==> src/rtl/switch_debounce3.sv <==
// switch_debounce3: input conditioning for the lamp logic (L = D & ~X | A).
// Three independent channels (door d, key x, override a). Each channel has a
// two-flop synchroniser, a stability counter and a registered output.
// An output follows its synchronised input only after DEBOUNCE_CYCLES
// consecutive mismatching cycles. A one-cycle chg pulse marks each accepted
// change. Bit order on every 3-bit vector is {d, x, a}.
// Optional feature, macro SWITCH_DEBOUNCE3_EDGE_EN: adds registered rise/fall
// outputs that split chg by the direction of the change.

module switch_debounce3 #(
  parameter int DEBOUNCE_CYCLES = 50000,
  parameter int CNT_W           = 16
) (
  input  logic       clk,
  input  logic       rst,
  input  logic       d_raw,
  input  logic       x_raw,
  input  logic       a_raw,
  output logic       d,
  output logic       x,
  output logic       a,
  output logic [2:0] chg
`ifdef SWITCH_DEBOUNCE3_EDGE_EN
  ,
  output logic [2:0] rise,
  output logic [2:0] fall
`endif
);

  // Terminal count. When DEBOUNCE_CYCLES equals 2^CNT_W, the cast yields
  // all ones, which is still the correct last value.
  localparam logic [CNT_W-1:0] CNT_LAST = CNT_W'(DEBOUNCE_CYCLES - 1);
  localparam logic [CNT_W-1:0] CNT_ONE  = CNT_W'(1);

  logic [2:0]       raw_vec;
  logic [2:0]       sync1_q;
  logic [2:0]       sync2_q;
  logic [2:0]       out_q;
  logic [2:0]       out_d;
  logic [2:0]       chg_q;
  logic [2:0]       chg_d;
  logic [CNT_W-1:0] cnt_q [3];
  logic [CNT_W-1:0] cnt_d [3];

  assign raw_vec = {d_raw, x_raw, a_raw};

  // Two-flop synchroniser for the three asynchronous switch inputs.
  always_ff @(posedge clk or posedge rst) begin
    if (rst) begin
      sync1_q <= 3'b000;
      sync2_q <= 3'b000;
    end else begin
      sync1_q <= raw_vec;
      sync2_q <= sync1_q;
    end
  end

  // Per-channel debounce decision. Agreement clears the counter (STABLE).
  // Disagreement counts up (PENDING) until the terminal count, and the
  // output then takes the new level.
  always_comb begin
    for (int i = 0; i < 3; i++) begin
      out_d[i] = out_q[i];
      chg_d[i] = 1'b0;
      cnt_d[i] = '0;
      if (sync2_q[i] != out_q[i]) begin
        if (cnt_q[i] == CNT_LAST) begin
          out_d[i] = sync2_q[i];
          chg_d[i] = 1'b1;
        end else begin
          cnt_d[i] = cnt_q[i] + CNT_ONE;
        end
      end
    end
  end

  // State registers for the counters, debounced levels and change pulses.
  always_ff @(posedge clk or posedge rst) begin
    if (rst) begin
      out_q <= 3'b000;
      chg_q <= 3'b000;
      for (int i = 0; i < 3; i++) begin
        cnt_q[i] <= '0;
      end
    end else begin
      out_q <= out_d;
      chg_q <= chg_d;
      for (int i = 0; i < 3; i++) begin
        cnt_q[i] <= cnt_d[i];
      end
    end
  end

  assign d   = out_q[2];
  assign x   = out_q[1];
  assign a   = out_q[0];
  assign chg = chg_q;

`ifdef SWITCH_DEBOUNCE3_EDGE_EN
  logic [2:0] rise_q;
  logic [2:0] fall_q;

  // Direction-qualified change pulses, aligned with chg.
  always_ff @(posedge clk or posedge rst) begin
    if (rst) begin
      rise_q <= 3'b000;
      fall_q <= 3'b000;
    end else begin
      rise_q <= chg_d & out_d;
      fall_q <= chg_d & ~out_d;
    end
  end

  assign rise = rise_q;
  assign fall = fall_q;
`endif

endmodule

==> config.mk <==
export PLATFORM = sky130hd
export DESIGN_NAME = switch_debounce3
export DESIGN_NICKNAME = d
export VERILOG_FILES = /design/src/rtl/switch_debounce3.sv
export SDC_FILE = /design/constraint.sdc
export NUM_CORES = 1
export LEC_CHECK = 0
export ABC_AREA = 1
export CAP_MARGIN = 20
export CELL_PAD_IN_SITES_DETAIL_PLACEMENT = 1
export CELL_PAD_IN_SITES_GLOBAL_PLACEMENT = 1
export CORE_AREA = 2 2 66 131
export CTS_BUF_LIST = sky130_fd_sc_hd__clkbuf_8
export CTS_CLUSTER_SIZE = 8
export DETAILED_ROUTE_END_ITERATION = 7
export DIE_AREA = 0 0 68 133
export GPL_TIMING_DRIVEN = 0
export PLACE_DENSITY = 0.68
export SLEW_MARGIN = 20
export SYNTH_ARGS = -nofsm -noshare
export SYNTH_HDL_FRONTEND = slang
export SYNTH_SLANG_ARGS = --single-unit
==> constraint.sdc <==
create_clock -name clk -period 2.7 [get_ports clk]
set_input_delay 0.675 -clock clk [delete_from_list [all_inputs] [get_ports clk]]
set_output_delay 0.675 -clock clk [all_outputs]
set_load 0.005 [all_outputs]
# Yosys cells after proc, flatten, opt, wreduce, memory -nomap -nowiden
# Cells that the tools add are included.
# word_totals
input_bits,5
wordCells,33
out_inout_bits,6
register_bits,60
# classes
n_reduce_logical,3
eq_ne,6
addsub,3
n_mux,12
# ops
cell,count
$mux 16,6
$add 16x1->16 const B,3
$eq 16x16->1 const B,3
$mux 1,6
$reduce_and 2->1,3
$ne 1x1->1,3

# Longest topological paths before layout
# logic_depth
word_depth,3
depth_mapped,7
depth_no_buf,7

# Worst setup path before layout
# OpenSTA, ideal clock, no wires.
# synth_timing
path_type,reg2reg
start,register cnt_q[16] (netlist bit)
end,register cnt_q[25] (netlist bit)
slack_ps,1460
setup_time_ps,117
synth_period_minus_slack_ps,1240
t_arrival_ps,1123
path_stages_with_launch,7
path_buffers,0
t_required_ps,2583
path_cell_list,dfrtp_1 -> ha_1 -> nand3_4 -> nor3_1 -> nand2_1 -> nand3_1 -> nor2_1
# synth_rtl
item,line,source
"start, declared",42,logic [CNT_W-1:0] cnt_q [3];
"start signal, assigned by index",89,cnt_q[i] <= cnt_d[i];

# Worst setup path in the final report
# layout_timing
start,register out_q[0]
end,output a
# layout_rtl
item,line,source
"start, declared",38,logic [2:0] out_q;
"start signal, assigned",86,out_q <= out_d;
"end, declared",21,"output logic a,"
# No word-level cell between the ends.

==> impl_metrics.env <==
export IMPL_status="finished clean"
export IMPL_p_per_area_nw_per_um2=507
export IMPL_min_to="sync2_q[2]"
export IMPL_std_cell_rows=47
export IMPL_place_hpwl_um=5530
export IMPL_grt_max_degree=39
export IMPL_period_share=0.739
export IMPL_clk_latency_ns=0.34
export IMPL_grt_pass1_vias=2720
export IMPL_cts_resized_gates=0
export IMPL_grt_pass1_wl_um=12500
export IMPL_die_h_um=133
export IMPL_r2r_start="cnt_q[32]"
export IMPL_cts_buffer_depth=2
export IMPL_layout_nets=428
export IMPL_min_path_cells=0
export IMPL_h_tree_depth=3
export IMPL_cts_root_buf="clkbuf_8"
export IMPL_slowest_delay_ns=0.54
export IMPL_worst_setup_path_type="reg -> out"
export IMPL_yosysTopAreaCellShare=0.479
export IMPL_hold_viol=0
export IMPL_drcViolationCount=0
export IMPL_vias=2631
export IMPL_drive_above_1_share=0.0988
export IMPL_synth_cell_types=27
export IMPL_place_congestion=0.818
export IMPL_ys_flop_type="dfrtp_1"
export IMPL_ctsHoldBuffers=0
export IMPL_reg2reg_to="cnt_q[40]"
export IMPL_finalSetupViolCount=0
export IMPL_grt_remaining_overflow=0
export IMPL_cp_cell_sequence="clkdlybuf4s50_1"
export IMPL_worstRegToRegCells=6
export IMPL_first_pass_iters=4
export IMPL_holdCritStartpoint="sync1_q[2]"
export IMPL_drt_met1_wl_um=3590
export IMPL_portBuffers=10
export IMPL_core_area_um2=8120
export IMPL_cts_clk_slew_worst_paths_ns=0.06
export IMPL_synthMuxAreaShare=0
export IMPL_synth_edf_count=0
export IMPL_dpl_cell_count=507
export IMPL_cap_violations=0
export IMPL_postSynthCellCount=398
export IMPL_yosys_area_share_simple=0.358
export IMPL_wirelength_um=7330
export IMPL_drtIter0Drc=168
export IMPL_synthesis_area_um2=3130
export IMPL_initial_utilization=0.386
export IMPL_routed_via_density=5.03
export IMPL_tightest_slew_ns=0.380
export IMPL_cts_tree="built"
export IMPL_top_layer="met4"
export IMPL_syn_avg_cell_area_um2=7.88
export IMPL_cts_buffers=9
export IMPL_power_leakage_uw=0.00168
export IMPL_crit_cells=1
export IMPL_vdd_ir_drop_max_uv=311
export IMPL_setup_slack_ns=0.706
export IMPL_fmax_ghz=0.501
export IMPL_slew_headroom=0.746
export IMPL_cpLargestDelayFamily="buffers and inverters"
export IMPL_drv_slew=0
export IMPL_synthArstFlopShare=1.00
export IMPL_io_pins=11
export IMPL_hold_class="reg -> reg"
export IMPL_crit_buf_inv=1
export IMPL_crit_path_top_delay_cell="clkdlybuf4s50_1"
export IMPL_wl_per_cell_um=14.0
export IMPL_die_area_um2=9040
export IMPL_synth_warning_count=0
export IMPL_grt_usage=0.182
export IMPL_fin_worst_skew_ns=0.0104
export IMPL_n_antenna_cell=0
export IMPL_crit_required_ns=2.03
export IMPL_dr_wl_met3_um=163
export IMPL_cts_sinks=60
export IMPL_area_growth_pct=14.3
export IMPL_fin_cells=523
export IMPL_cp_end_kind="output port"
export IMPL_synthTopCellsByArea="dfrtp_1 48%, nor2_1 12%, nand2_1 9.9%, nand3_1 5.9%, inv_1 5.0%"
export IMPL_yosysTopAreaCell="dfrtp_1"
export IMPL_die_w_um=68
export IMPL_dpl_worst_slack_ns=1.06
export IMPL_wl_met2_um=3430
export IMPL_post_cts_buffers=0
export IMPL_synth_top_family_by_area="simple AND/OR/NAND/NOR gates"
export IMPL_synth_net_count=406
export IMPL_min_period_ns=1.99
export IMPL_synth_seq_area_share=0.479
export IMPL_antenna_found_initial=0
export IMPL_rrSetupSlack_ns=1.11
export IMPL_synth_xor_area_frac=0.0631
export IMPL_synthAdderAreaFrac=0.0120
export IMPL_ant_nets=0
export IMPL_cp_start_kind="register"
export IMPL_grt_setup_unrepaired="no"
export IMPL_worst_path_max_fanout=3
export IMPL_cp_arrival_ns=1.32
export IMPL_ys_ff_latch=60
export IMPL_synth_compound_area_share=0.0351
area by class of cell:
type                    count  area [um^2]
multi-input cells         294         1470
clock inverters             5         50.0
fillers                  1027         4530
inverters                  44          168
well taps                  98          123
repair buffers             11          120
clock buffers              11          151
flip-flops and latches     60         1500
Yosys cell counts, types with 2 or more instances:
cell type and count:
nor2_1 100, nand2_1 83, dfrtp_1 60, inv_1 42, nand3_1 37, xor2_1 9, nand4_1 8, xnor2_1 8
a21oi_1 7, nor2_2 7, nand2_2 5, a31oi_1 4, ha_1 3, o21ai_0 3, o21bai_1 3, xor2_2 3
inv_2 2, nand3_2 2, nor3_1 2, nor3_4 2, nor3b_1 2
metal layers:
metal	vias up	global-route usage
li1	1294	-
met1	1302	0.253
met2	25	0.270
met3	10	0.0332
met4	0	0.0833
met5	-	0
worst max-delay path by stage:
| stage | start | endpoint | slack (ns) |
|---|---|---|---|
| floorplan | rst | chg[0] | 0.54 |
| global placement | rst | cnt_q[44] | -0.58 |
| detailed placement | out_q[0] | a | 1.06 |
| CTS | out_q[0] | a | 0.69 |
| global route | out_q[0] | a | 0.67 |
| finish | out_q[0] | a | 0.71 |
logic make-up after synthesis:
group | after synthesis
adder cells (fa/ha/maj) | 3
AND/OR/NAND/NOR | 252
buffers and inverters | 44
XOR/XNOR | 20
AO/OA/AOI/OAI | 19
flip-flops | 60
stage by stage:
| step | hold slack (ns) | power, uW | utilization | TNS (ns) | instance area (um^2) |
|---|---|---|---|---|---|
| floorplan | 0.331 | 990 | - | 0 | 3130 |
| global placement | 0.339 | 1010 | 0.414 | -34.31 | 3360 |
| detailed placement | 0.340 | 1020 | 0.416 | 0 | 3380 |
| CTS | 0.357 | 1850 | 0.441 | 0 | 3580 |
| global route | 0.362 | 1900 | 0.441 | 0 | 3580 |
| finish | 0.354 | 1820 | 0.441 | 0 | 3580 |
cells in the final DEF (no fill, tap or decap):
cell type / count
a21o_1: 1
a21oi_1: 7
a31oi_1: 4
buf_12: 1
bufinv_16: 1
clkbuf_8: 11
clkdlybuf4s50_1: 10
clkinv_2: 4
dfrtp_1: 60
ha_1: 3
inv_1: 41
inv_2: 2
inv_4: 1
nand2_1: 83
nand2_2: 5
nand2_4: 1
nand3_1: 37
nand3_2: 2
nand3_4: 1
nand3b_1: 1
nand4_1: 8
nor2_1: 100
nor2_2: 7
nor2_4: 1
nor3_1: 2
nor3_4: 2
nor3b_1: 2
o21ai_0: 3
o21ai_1: 1
o21bai_1: 3
xnor2_1: 8
xor2_1: 9
xor2_2: 3
power by group:
part	switching [uW]	internal, uW
Sequential	15.1	914
Combinational	48.5	23.3
Clock	345	470
registers in the layout, indices dropped and copies added, names as in the netlist:
register and cells:
cnt_q 48, chg 3, out_q 3, sync1_q 3, sync2_q 3
(Power assumes the default switching activity.)
